### config.mk
export PLATFORM = sky130hd
export DESIGN_NAME = ordered_response_router
export DESIGN_NICKNAME = d
export VERILOG_FILES = /design/src/rtl/ordered_response_router.sv
export SDC_FILE = /design/constraint.sdc
export NUM_CORES = 1
export LEC_CHECK = 0
export ABC_AREA = 1
export CAP_MARGIN = 0
export CORE_AREA = 3 3 156 158
export CTS_BUF_LIST = sky130_fd_sc_hd__clkbuf_8 sky130_fd_sc_hd__clkbuf_16
export DETAILED_ROUTE_END_ITERATION = 10
export DIE_AREA = 0 0 159 161
export DONT_BUFFER_PORTS = 1
export SYNTH_ARGS = -nofsm -noshare
export SYNTH_HDL_FRONTEND = slang
export SYNTH_SLANG_ARGS = --single-unit
### constraint.sdc
create_clock -name clk_in -period 4.4 [get_ports clk_in]
set_clock_uncertainty 0.15 [all_clocks]
set_input_delay 0.88 -clock clk_in [delete_from_list [all_inputs] [get_ports clk_in]]
set_output_delay 0.88 -clock clk_in [all_outputs]
set_load 0.01 [all_outputs]
### src/rtl/ordered_response_router.sv
// Issues arbitrated requests to an in-order memory side and routes each returning response
// back to the requester recorded, oldest first, in a small source-index tracker FIFO.
module ordered_response_router #(
  parameter int unsigned SINGLE_REQUEST_WIDTH_IN_BITS  = 64,
  parameter int unsigned SINGLE_RESPONSE_WIDTH_IN_BITS = 64,
  parameter int unsigned NUM_REQUEST                   = 3,
  parameter int unsigned NUM_REQUEST_LOG2              = $clog2(NUM_REQUEST) + 1,
  parameter int unsigned MAX_OUTSTANDING               = 4
) (
  input  logic                                                 reset_in,
  input  logic                                                 clk_in,
  input  logic [SINGLE_REQUEST_WIDTH_IN_BITS-1:0]              request_in,
  input  logic [NUM_REQUEST_LOG2-1:0]                          request_source_in,
  input  logic                                                 request_valid_in,
  output logic                                                 issue_ack_out,
  output logic [SINGLE_REQUEST_WIDTH_IN_BITS-1:0]              request_out,
  output logic                                                 request_valid_out,
  input  logic                                                 issue_ack_in,
  input  logic [SINGLE_RESPONSE_WIDTH_IN_BITS-1:0]             response_in,
  input  logic                                                 response_valid_in,
  output logic                                                 response_ack_out,
  output logic [SINGLE_RESPONSE_WIDTH_IN_BITS*NUM_REQUEST-1:0] response_flatted_out,
  output logic [NUM_REQUEST-1:0]                               response_valid_flatted_out,
  input  logic [NUM_REQUEST-1:0]                               response_ack_flatted_in,
  output logic                                                 unexpected_response_out
);

  localparam int unsigned QW   = SINGLE_REQUEST_WIDTH_IN_BITS;
  localparam int unsigned RW   = SINGLE_RESPONSE_WIDTH_IN_BITS;
  localparam int unsigned SW   = NUM_REQUEST_LOG2;
  localparam int unsigned PtrW = (MAX_OUTSTANDING > 1) ? $clog2(MAX_OUTSTANDING) : 1;
  localparam int unsigned CntW = $clog2(MAX_OUTSTANDING + 1);

  logic [QW-1:0]   req_q, req_d;
  logic            req_valid_q, req_valid_d;
  logic [RW-1:0]   resp_q, resp_d;
  logic            resp_valid_q, resp_valid_d;
  logic [SW-1:0]   dest_q, dest_d;
  logic [SW-1:0]   src_mem_q [MAX_OUTSTANDING];
  logic [SW-1:0]   src_mem_d [MAX_OUTSTANDING];
  logic [PtrW-1:0] head_q, head_d, tail_q, tail_d;
  logic [CntW-1:0] count_q, count_d;
  logic            unexpected_q, unexpected_d;

  logic            push, pop, ack_slot, tracker_empty;
  logic [SW-1:0]   head_src;

  assign tracker_empty = (count_q == '0);
  assign head_src      = src_mem_q[head_q];

  // Steer the held response to its destination slot and pick up that slot's consume.
  always_comb begin
    response_flatted_out       = '0;
    response_valid_flatted_out = '0;
    ack_slot                   = 1'b0;
    for (int i = 0; i < NUM_REQUEST; i++) begin
      if (dest_q == SW'(i)) begin
        response_flatted_out[i*RW +: RW] = resp_q;
        response_valid_flatted_out[i]    = resp_valid_q;
        ack_slot                         = response_ack_flatted_in[i];
      end
    end
  end

  // An empty tracker still acks responses so a stray one is dropped rather than stalling.
  assign issue_ack_out    = (count_q < CntW'(MAX_OUTSTANDING)) & (~req_valid_q | issue_ack_in);
  assign response_ack_out = tracker_empty | ~resp_valid_q | ack_slot;

  assign push = request_valid_in & issue_ack_out;
  assign pop  = response_valid_in & response_ack_out & ~tracker_empty;

  always_comb begin
    req_d        = req_q;
    req_valid_d  = req_valid_q;
    resp_d       = resp_q;
    resp_valid_d = resp_valid_q;
    dest_d       = dest_q;
    src_mem_d    = src_mem_q;
    head_d       = head_q;
    tail_d       = tail_q;
    count_d      = count_q;
    unexpected_d = unexpected_q;

    if (push) begin
      req_d             = request_in;
      req_valid_d       = 1'b1;
      src_mem_d[tail_q] = request_source_in;
      tail_d            = (tail_q == PtrW'(MAX_OUTSTANDING - 1)) ? '0 : tail_q + 1'b1;
    end else if (req_valid_q & issue_ack_in) begin
      req_d       = '0;
      req_valid_d = 1'b0;
    end

    if (pop) begin
      // Out-of-range sources are popped but never presented on any slot.
      dest_d       = head_src;
      resp_valid_d = (head_src < SW'(NUM_REQUEST));
      resp_d       = (head_src < SW'(NUM_REQUEST)) ? response_in : '0;
      head_d       = (head_q == PtrW'(MAX_OUTSTANDING - 1)) ? '0 : head_q + 1'b1;
    end else if (resp_valid_q & ack_slot) begin
      resp_d       = '0;
      resp_valid_d = 1'b0;
    end

    if (response_valid_in & tracker_empty) begin
      unexpected_d = 1'b1;
    end

    unique case ({push, pop})
      2'b10:   count_d = count_q + 1'b1;
      2'b01:   count_d = count_q - 1'b1;
      default: count_d = count_q;
    endcase
  end

  always_ff @(posedge clk_in) begin
    if (reset_in) begin
      req_q        <= '0;
      req_valid_q  <= 1'b0;
      resp_q       <= '0;
      resp_valid_q <= 1'b0;
      dest_q       <= '0;
      head_q       <= '0;
      tail_q       <= '0;
      count_q      <= '0;
      unexpected_q <= 1'b0;
    end else begin
      req_q        <= req_d;
      req_valid_q  <= req_valid_d;
      resp_q       <= resp_d;
      resp_valid_q <= resp_valid_d;
      dest_q       <= dest_d;
      head_q       <= head_d;
      tail_q       <= tail_d;
      count_q      <= count_d;
      unexpected_q <= unexpected_d;
    end
  end

  // Tracker storage needs no reset: only entries between head and tail are ever read.
  always_ff @(posedge clk_in) begin
    src_mem_q <= src_mem_d;
  end

  assign request_out             = req_q;
  assign request_valid_out       = req_valid_q;
  assign unexpected_response_out = unexpected_q;

endmodule

After elaboration in Yosys (flattened, before gate mapping)
Index checks and enable logic that the tools add are counted.
{"block": "totals", "word_cells": 76, "output_inout_bits": 263, "reg_bits": 153}
{"block": "classes", "n_bitwise": 15, "magnitude_cmp": 5, "n_eq_ne": 6, "muxes": 27, "n_addsub": 4, "reduce_logical": 6}
{"op": "64-bit 2-to-1 mux", "count": 8}
{"op": "12-bit bitwise mux", "count": 1}
{"op": "1-bit 2-to-1 mux", "count": 10}
{"op": "3-bit 2-to-1 mux", "count": 3}
{"op": "1-bit bitwise AND", "count": 7}
{"op": "3-bit binary-select mux with 2-bit select", "count": 1}
{"op": "3-bit demux with 2-bit select", "count": 1}
{"op": "2-bit equality test, second input constant", "count": 3}
{"op": "3-bit greater-or-equal comparator, second input constant", "count": 2}
{"op": "3-bit logical NOT", "count": 2}
{"op": "2-bit NOT with 3-bit output", "count": 2}
{"op": "3-bit case mux with 2 select lines", "count": 1}
{"op": "2-bit nonzero test", "count": 3}
{"op": "2-bit by 1-bit adder with 2-bit output, second input constant", "count": 2}
{"op": "2-bit 2-to-1 mux", "count": 2}
{"op": "3-bit by 1-bit adder with 3-bit output, second input constant", "count": 1}
{"op": "3-bit by 1-bit equality test with 1-bit output, second input constant", "count": 1}
{"op": "3-bit by 2-bit equality test with 1-bit output, second input constant", "count": 1}
{"op": "3-bit by 1-bit < comparator with 1-bit output, second input constant", "count": 1}
{"op": "3-bit by 2-bit < comparator with 1-bit output, second input constant", "count": 1}
{"op": "3-bit < comparator, second input constant", "count": 1}
{"op": "1-bit NOT", "count": 3}
{"op": "1-bit bitwise OR", "count": 3}
{"op": "3-bit by 1-bit subtractor with 3-bit output, second input constant", "count": 1}
{"op": "other kinds (2)", "count": 2}

Logic depth before layout (Yosys ltp)
Gate-level depths: netlist (run 1).
{"block": "depth", "ltp_word": 9, "ltp_mapped": 14}

Least setup slack after synthesis (run 1)
No wires, ideal clock.
{"block": "synth_path", "path_type": "input port to flip-flop", "from": "input port issue_ack_in", "to": "register count_q[2]", "n_path_buf": 2, "arrival_time_ps": 2573, "required_time_ps": 4128, "path_slack_ps": 1555, "setup_ps": 122, "path_stages": 14, "cell_sequence": "inv_1 -> nand2_1 -> inv_1 -> nor2_1 -> nand2_1 -> clkbuf_1 -> buf_2 -> ha_1 -> inv_1 -> fa_1 -> a21oi_1 -> o21ai_0 -> o21ai_0 -> a21oi_1"}
{"block": "synth_between", "elab_chain_cells": 5, "word_cells_on_any_way": 7}
{"item": "start, declared", "line": "18", "rtl": "input logic issue_ack_in,"}
{"item": "1-bit bitwise OR (*)", "line": "66", "rtl": "assign issue_ack_out = (count_q < CntW'(MAX_OUTSTANDING)) & (~req_valid_q | issue_ack_in);"}
{"item": "1-bit bitwise AND (*)", "line": "66"}
{"item": "named net issue_ack_out", "line": "15", "rtl": "output logic issue_ack_out,"}
{"item": "1-bit bitwise AND (*)", "line": "69", "rtl": "assign push = request_valid_in & issue_ack_out;"}
{"item": "2-bit by 1-bit equality test with 1-bit output / 2-bit equality test (equally long branches)", "line": "109", "rtl": "unique case ({push, pop})"}
{"item": "3-bit case mux with 2 select lines / 2-bit nonzero test (equally long branches)"}
{"item": "end signal, assigned", "line": "135", "rtl": "count_q <= count_d;"}
{"item": "end, declared", "line": "42", "rtl": "logic [CntW-1:0] count_q, count_d;"}
The timed path passes the listed nets; every way through them passes the cells marked *.
A chain may end at the register's enable or synchronous reset.

Worst setup path after layout (run 1)
{"block": "layout_path", "from": "register dest_q[1]", "to": "output port response_flatted_out[139]"}
{"block": "layout_between", "elab_chain_cells": 2}
{"item": "start, declared", "line": "38", "rtl": "logic [SW-1:0] dest_q, dest_d;"}
{"item": "start signal, assigned", "line": "132", "rtl": "dest_q <= dest_d;"}
{"item": "3-bit by 2-bit equality test with 1-bit output", "line": "57", "rtl": "if (dest_q == SW'(i)) begin"}
{"item": "64-bit 2-to-1 mux", "line": "57"}
{"item": "end, declared", "line": "22", "rtl": "output logic [SINGLE_RESPONSE_WIDTH_IN_BITS*NUM_REQUEST-1:0] response_flatted_out,"}
Every way passes these cells.

==> results of run 1 <==
==> worst max-delay path by stage <==
| stage | start | to | slack (ns) | depth (start not counted) |
|---|---|---|---|---|
| global route | dest_q[1] | response_flatted_out[167] | 1.14 | 4 |
| detailed placement | issue_ack_in | request_out[30] | 1.16 | 8 |
| finish | dest_q[1] | response_flatted_out[139] | 1.37 | 4 |
| global placement | issue_ack_in | request_out[15] | 1.17 | 8 |
| CTS | dest_q[1] | response_flatted_out[167] | 1.36 | 4 |
| floorplan | issue_ack_in | count_q[2] | 1.56 | 14 |
==> area by class of cell <==
cell class / instances / area (µm²)
Sequential cell: 153 / 3180
Timing Repair Buffer: 6 / 45.0
Fill cell: 2529 / 15700
Multi-Input combinational cell: 666 / 2980
Inverter: 97 / 364
Clock buffer: 19 / 464
Tap cell: 319 / 399
Clock inverter: 13 / 166
==> power breakdown <==
group	total, mW	internal, mW	leakage [nW]	switching [mW]
Sequential	1.81	1.63	1.26	0.186
Combinational	1.61	0.358	1.01	1.25
Clock	1.57	0.913	0.312	0.654
Total	4.99	2.90	2.58	2.09
==> per-layer routing <==
layer	part of all wire [%]	vias to the layer above
met5	0	-
met4	1.4	0
met3	9.0	13
met2	49	330
met1	41	2934
li1	-	3038
==> registers in the layout (all words and copies together), names as in the netlist <==
signal	flops
tail_q	2
request_valid_out	1
head_q	2
resp_q	64
request_out	64
dest_q	3
src_mem_q	12
resp_valid_q	1
count_q	3
unexpected_response_out	1
==> critical path: stages, from the launching register on <==
cell	delay [ns]
dfxtp_1	0.36
inv_1	0.09
nor3_1	0.25
inv_2	0.42
nor2_1	0.37
==> layout by cell type (no fill, tap or decap) <==
master	instances
clkinv_4	2
inv_2	5
nand3b_1	1
nand2_2	4
edfxtp_1	12
a21oi_4	1
nand4_1	1
bufinv_16	2
fa_1	1
inv_1	92
buf_4	6
ha_1	6
nor2_1	216
inv_6	5
clkbuf_16	18
a211oi_1	1
nand3_1	133
nand2_1	149
nor3_2	1
dfxtp_1	141
nor3_1	1
clkbuf_8	1
a21oi_1	137
nand3_2	1
nor2_4	1
o21ai_1	1
o21ai_0	11
inv_8	4
==> cell families (layout without fill, tap and decap cells) <==
group | Yosys count | after routing | synth area share, %
AND/OR/NAND/NOR | 508 | 508 | 30.7
buffers and inverters | 175 | 135 | 10.5
flip-flops | 153 | 153 | 46.4
AO/OA/AOI/OAI | 151 | 151 | 11.1
adder cells (fa/ha/maj) | 7 | 7 | 1.39
==> flow_summary.toml, run 1 <==
[timing]
finalCriticalPeriod_ns = 3.03
drv_slew = 0
finalSetupTns_ns = 0
fin_crit_sh_pct = 68.9
worst_slew_pin_slew_ns = 1.18
slew-limit-headroom_pct = 20.9
worst_slack_ns = 1.37
finalHoldViolCount = 0
finalSetupViolCount = 0
rsz0062_at_grt = "false"
max_freq_mhz = 330
fin_hold_ws_ns = 0.311

[pwr]
peakVddDrop_v = 0.000321
powerDensity_nw_per_um2 = 657
power_leakage_nw = 2.58
power_mw = 4.99

[drt]
wire_per_inst_um = 16.8
first_pass_iters = 5
viasPerCell = 4.96
drc = 0
first_iter_violations = 338
ant_nets = 0
wl_mm = 21.4
vias = 6315

[clocking]
cts_setup_buffers = 0
clock_latency_ns = 0.41
cts_resized = 0
htreeDepth = 4
cts_hold_buf = 0
path_clk_slew_ns = 0.07
clockRootBuffer = "clkbuf_16"
cts_tree = "yes"
clk_path_buf_depth = 2
clock-sinks = 153
cts-buffers-inserted = 17

[layout]
nNetsFinal = 1087
fin_cells = 1273
finalInstanceArea_um2 = 7600
area.growth.synth_to_final_pct = 10.7
diodes = 0
utilization_pct = 32.7
drive_gt1_share_pct = 5.35

[hold_path]
hold_class = "flip-flop to flip-flop"
min_from = "resp_q[52]"
whs_endpoint = "resp_q[52]"
whs_path_depth = 2

[placed_design]
hpwl_mm = 14.7
dp_slack_ns = 1.16
dp_cells = 1241
portBuffers = 0
place.gp.congestion = 0.857
post_dp_cell_area_um2 = 6970

[die]
num_rows = 56
dieHeight_um = 161
core-area_um2 = 23300
pin_count = 402
die_x_um = 159
die_area_um2 = 25600
start_util_pct = 29.5

[global_route]
grt_busiest_layer = "met2"
grt_util_all_layers_pct = 15.7
met1_usage_pct = 18.7
grtUsageMet3_pct = 5.57
grt_overflow_total = 0
grt_pass1_wl_mm = 32.6
antenna_found_initial = 0
grt_pass1_vias = 5845
use_met2_pct = 26.8
grt_max_degree = 134

[worst_setup_path]
worst_r2r_path_depth = 7
critical_path_class = "flip-flop to output pin"
required_ns = 3.37
reg2reg_from = "request_valid_out"
crit_path_end_kind = "output pin"
rrSetupSlack_ns = 1.65
cp_max_fo = 65
r2r-end = "request_out[30]"
arrival_ns = 2.00
start_kind = "flip-flop"

[logic_synthesis]
synth-seq-cells = 153
ys.flop_type = "dfxtp_1"
synth.most_common_cell = "nor2_1"
ys_async_sr_fraction_pct = 0
synth_top_area_share_pct = 41.1
synth.avg_cell_area_um2 = 6.90
yosysWarnings = 0
synth-edff-count = 12
ys_seq_area_share_pct = 46.4
syn_inst = 994
ys_top_cells_by_area = "dfxtp_1, nor2_1, a21oi_1"
yosysTopAreaCell = "dfxtp_1"
synthDistinctLibCells = 25
synth_commonest_cells = "nor2_1, nand2_1, dfxtp_1"
synth_nets = 1140
mappedNetlistArea_um2 = 6860

[job]
cap_violations = 0

[outcome]
status = "finished clean"
No activity file was read; power rests on OpenSTA's default activity.
==> inputs of run 2 (changes only) <==
==> constraint.sdc (replaced) <==
create_clock -name clk_in -period 3 [get_ports clk_in]
set_clock_uncertainty 0.15 [all_clocks]
set_input_delay 0.6 -clock clk_in [delete_from_list [all_inputs] [get_ports clk_in]]
set_output_delay 0.6 -clock clk_in [all_outputs]
set_load 0.01 [all_outputs]
==> run 2 against run 1 <==
Utilization is 0.18 points higher. First-iteration DRC count is 2.4% higher. Global-route usage is 0.21 points higher. Total power is 47% higher. Cell area is 0.56% higher. Register-to-register slack worse by 0.97 ns. Flip-flop and latch count stayed put. Via count hardly changed. Sequential power is 47% higher. Largest power group unchanged.
==> flow_summary.toml, run 2 (same netlist as run 1, synthesis figures left out) <==
[timing]
finalHoldViolCount = 0
fin_crit_sh_pct = 91.5
max_freq_mhz = 364
finalSetupViolCount = 0
rsz0062_at_grt = "false"
finalCriticalPeriod_ns = 2.75
slew-limit-headroom_pct = 26.5
worst_slew_pin_slew_ns = 1.10
drv_slew = 0
finalSetupTns_ns = 0

[layout]
area.growth.synth_to_final_pct = 11.4
diodes = 0
mostFrequentLayoutCells = "nor2_1, nand2_1, dfxtp_1, a21oi_1, nand3_1"
finalInstanceArea_um2 = 7640
final_common_cell = "nor2_1"
nNetsFinal = 1091
drive_gt1_share_pct = 5.74

[placed_design]
portBuffers = 0
hpwl_mm = 14.8
place.gp.congestion = 0.856
post_dp_cell_area_um2 = 7020

[pwr]
power_leakage_nw = 2.60
powerDensity_nw_per_um2 = 959
peakVddDrop_v = 0.000396

[clocking]
clock_latency_ns = 0.42
cts-buffers-inserted = 17
cts_resized = 0
clock-sinks = 153
htreeDepth = 4
cts_hold_buf = 0
clk_path_buf_depth = 2
path_clk_slew_ns = 0.07
cts_tree = "yes"
cts_setup_buffers = 0
clockRootBuffer = "clkbuf_16"

[die]
start_util_pct = 29.5
dieHeight_um = 161
num_rows = 56
die_area_um2 = 25600
die_x_um = 159
core-area_um2 = 23300
pin_count = 402

[worst_setup_path]
critPathMaxStageDelay_ns = 0.43
start_kind = "flip-flop"
rrSetupSlack_ns = 0.68
path_cells = "inv_1 > nor3_1 > inv_2 > nor2_1"
critical_path_class = "flip-flop to output pin"
worst_r2r_path_depth = 13
critPathSlowestCell = "inv_2"
required_ns = 2.25
r2r-end = "count_q[2]"
reg2reg_from = "dest_q[0]"
cp_max_fo = 65
crit_path_end_kind = "output pin"
arrival_ns = 2.00

[drt]
wire_per_inst_um = 16.9
first_iter_violations = 346
drc = 0
first_pass_iters = 5
viasPerCell = 4.94
ant_nets = 0
vias = 6309
wl_mm = 21.6

[hold_path]
min_from = "reset_in"
whs_path_depth = 1
whs_endpoint = "request_out[5]"
hold_class = "primary input to flip-flop"

[global_route]
grt_pass1_wl_mm = 33.2
antenna_found_initial = 1
grt_overflow_total = 0
grt_util_all_layers_pct = 15.9
grt_pass1_vias = 5973
grt_max_degree = 134

[outcome]
status = "finished clean"

[job]
cap_violations = 0
## run 2: cell count changes in the layout (fill, tap and decap cells not counted), sizes merged
cell,before,now
clkinv,2,4
buf,6,10
inv,106,107
clkbuf,19,17
bufinv,2,1
## run 2: final cells by class
class / instances / area (µm²)
fillers: 2520 / 15600
flip-flops and latches: 153 / 3180
multi-input cells: 666 / 2980
clock buffers: 17 / 425
well taps: 319 / 399
inverters: 97 / 364
clock inverters: 15 / 193
repair buffers: 10 / 100
## run 2: where the power goes
part | total [mW] | internal (mW) | switching [mW]
Combinational | 2.41 | 0.570 | 1.84
Sequential | 2.66 | 2.38 | 0.272
Clock | 2.25 | 1.21 | 1.04
Total | 7.32 | 4.17 | 3.16
## run 2: worst max-delay path, delay by kind of cell (launching register included)
family	cells	cell delay [ns]
buffers and inverters	2	0.52
DFF	1	0.37
and+or+nand+nor	2	0.64
## run 2: per-layer routing
metal | vias to the layer above | global-route usage [%] | routed length [µm]
met3 | 29 | 5.26 | 1930
met5 | - | 0 | 15
met1 | 2894 | 19.0 | 8640
li1 | 3050 | - | -
met2 | 334 | 27.0 | 10600
met4 | 2 | 5.33 | 416
## run 2: per-stage QoR
step / util (%) / hold slack [ns] / setup slack, ns / cells / power [mW]
after floorplan: - / 0.294 / 0.435 / 994 / 4.63
after global placement: 30.2 / 0.298 / 0.593 / 1245 / 5.08
after detailed placement: 30.2 / 0.300 / 0.591 / 1245 / 5.13
after CTS: 32.8 / 0.0751 / 0.285 / 1277 / 7.41
after global routing: 32.8 / 0.0647 / 0.0862 / 1277 / 7.85
final: 32.8 / 0.0966 / 0.254 / 1277 / 7.32
## run 2: how the worst max path moves through the flow
stage / end / from / cells past startpoint
floorplan: count_q[2] / issue_ack_in / 14
global placement: request_out[31] / issue_ack_in / 10
detailed placement: request_out[31] / issue_ack_in / 10
CTS: response_flatted_out[167] / dest_q[1] / 4
global route: response_flatted_out[174] / dest_q[1] / 4
finish: response_flatted_out[145] / dest_q[1] / 4
==> inputs of run 3 (changes only) <==
--- a/config.mk
+++ b/config.mk
@@ -12,6 +12,7 @@
 export DETAILED_ROUTE_END_ITERATION = 10
 export DIE_AREA = 0 0 159 161
 export DONT_BUFFER_PORTS = 1
+export SKIP_CTS_REPAIR_TIMING = 1
 export SYNTH_ARGS = -nofsm -noshare
 export SYNTH_HDL_FRONTEND = slang
 export SYNTH_SLANG_ARGS = --single-unit
==> results of run 3 <==
Same layout as run 2: the final DEF is identical, and so are final timing and power.
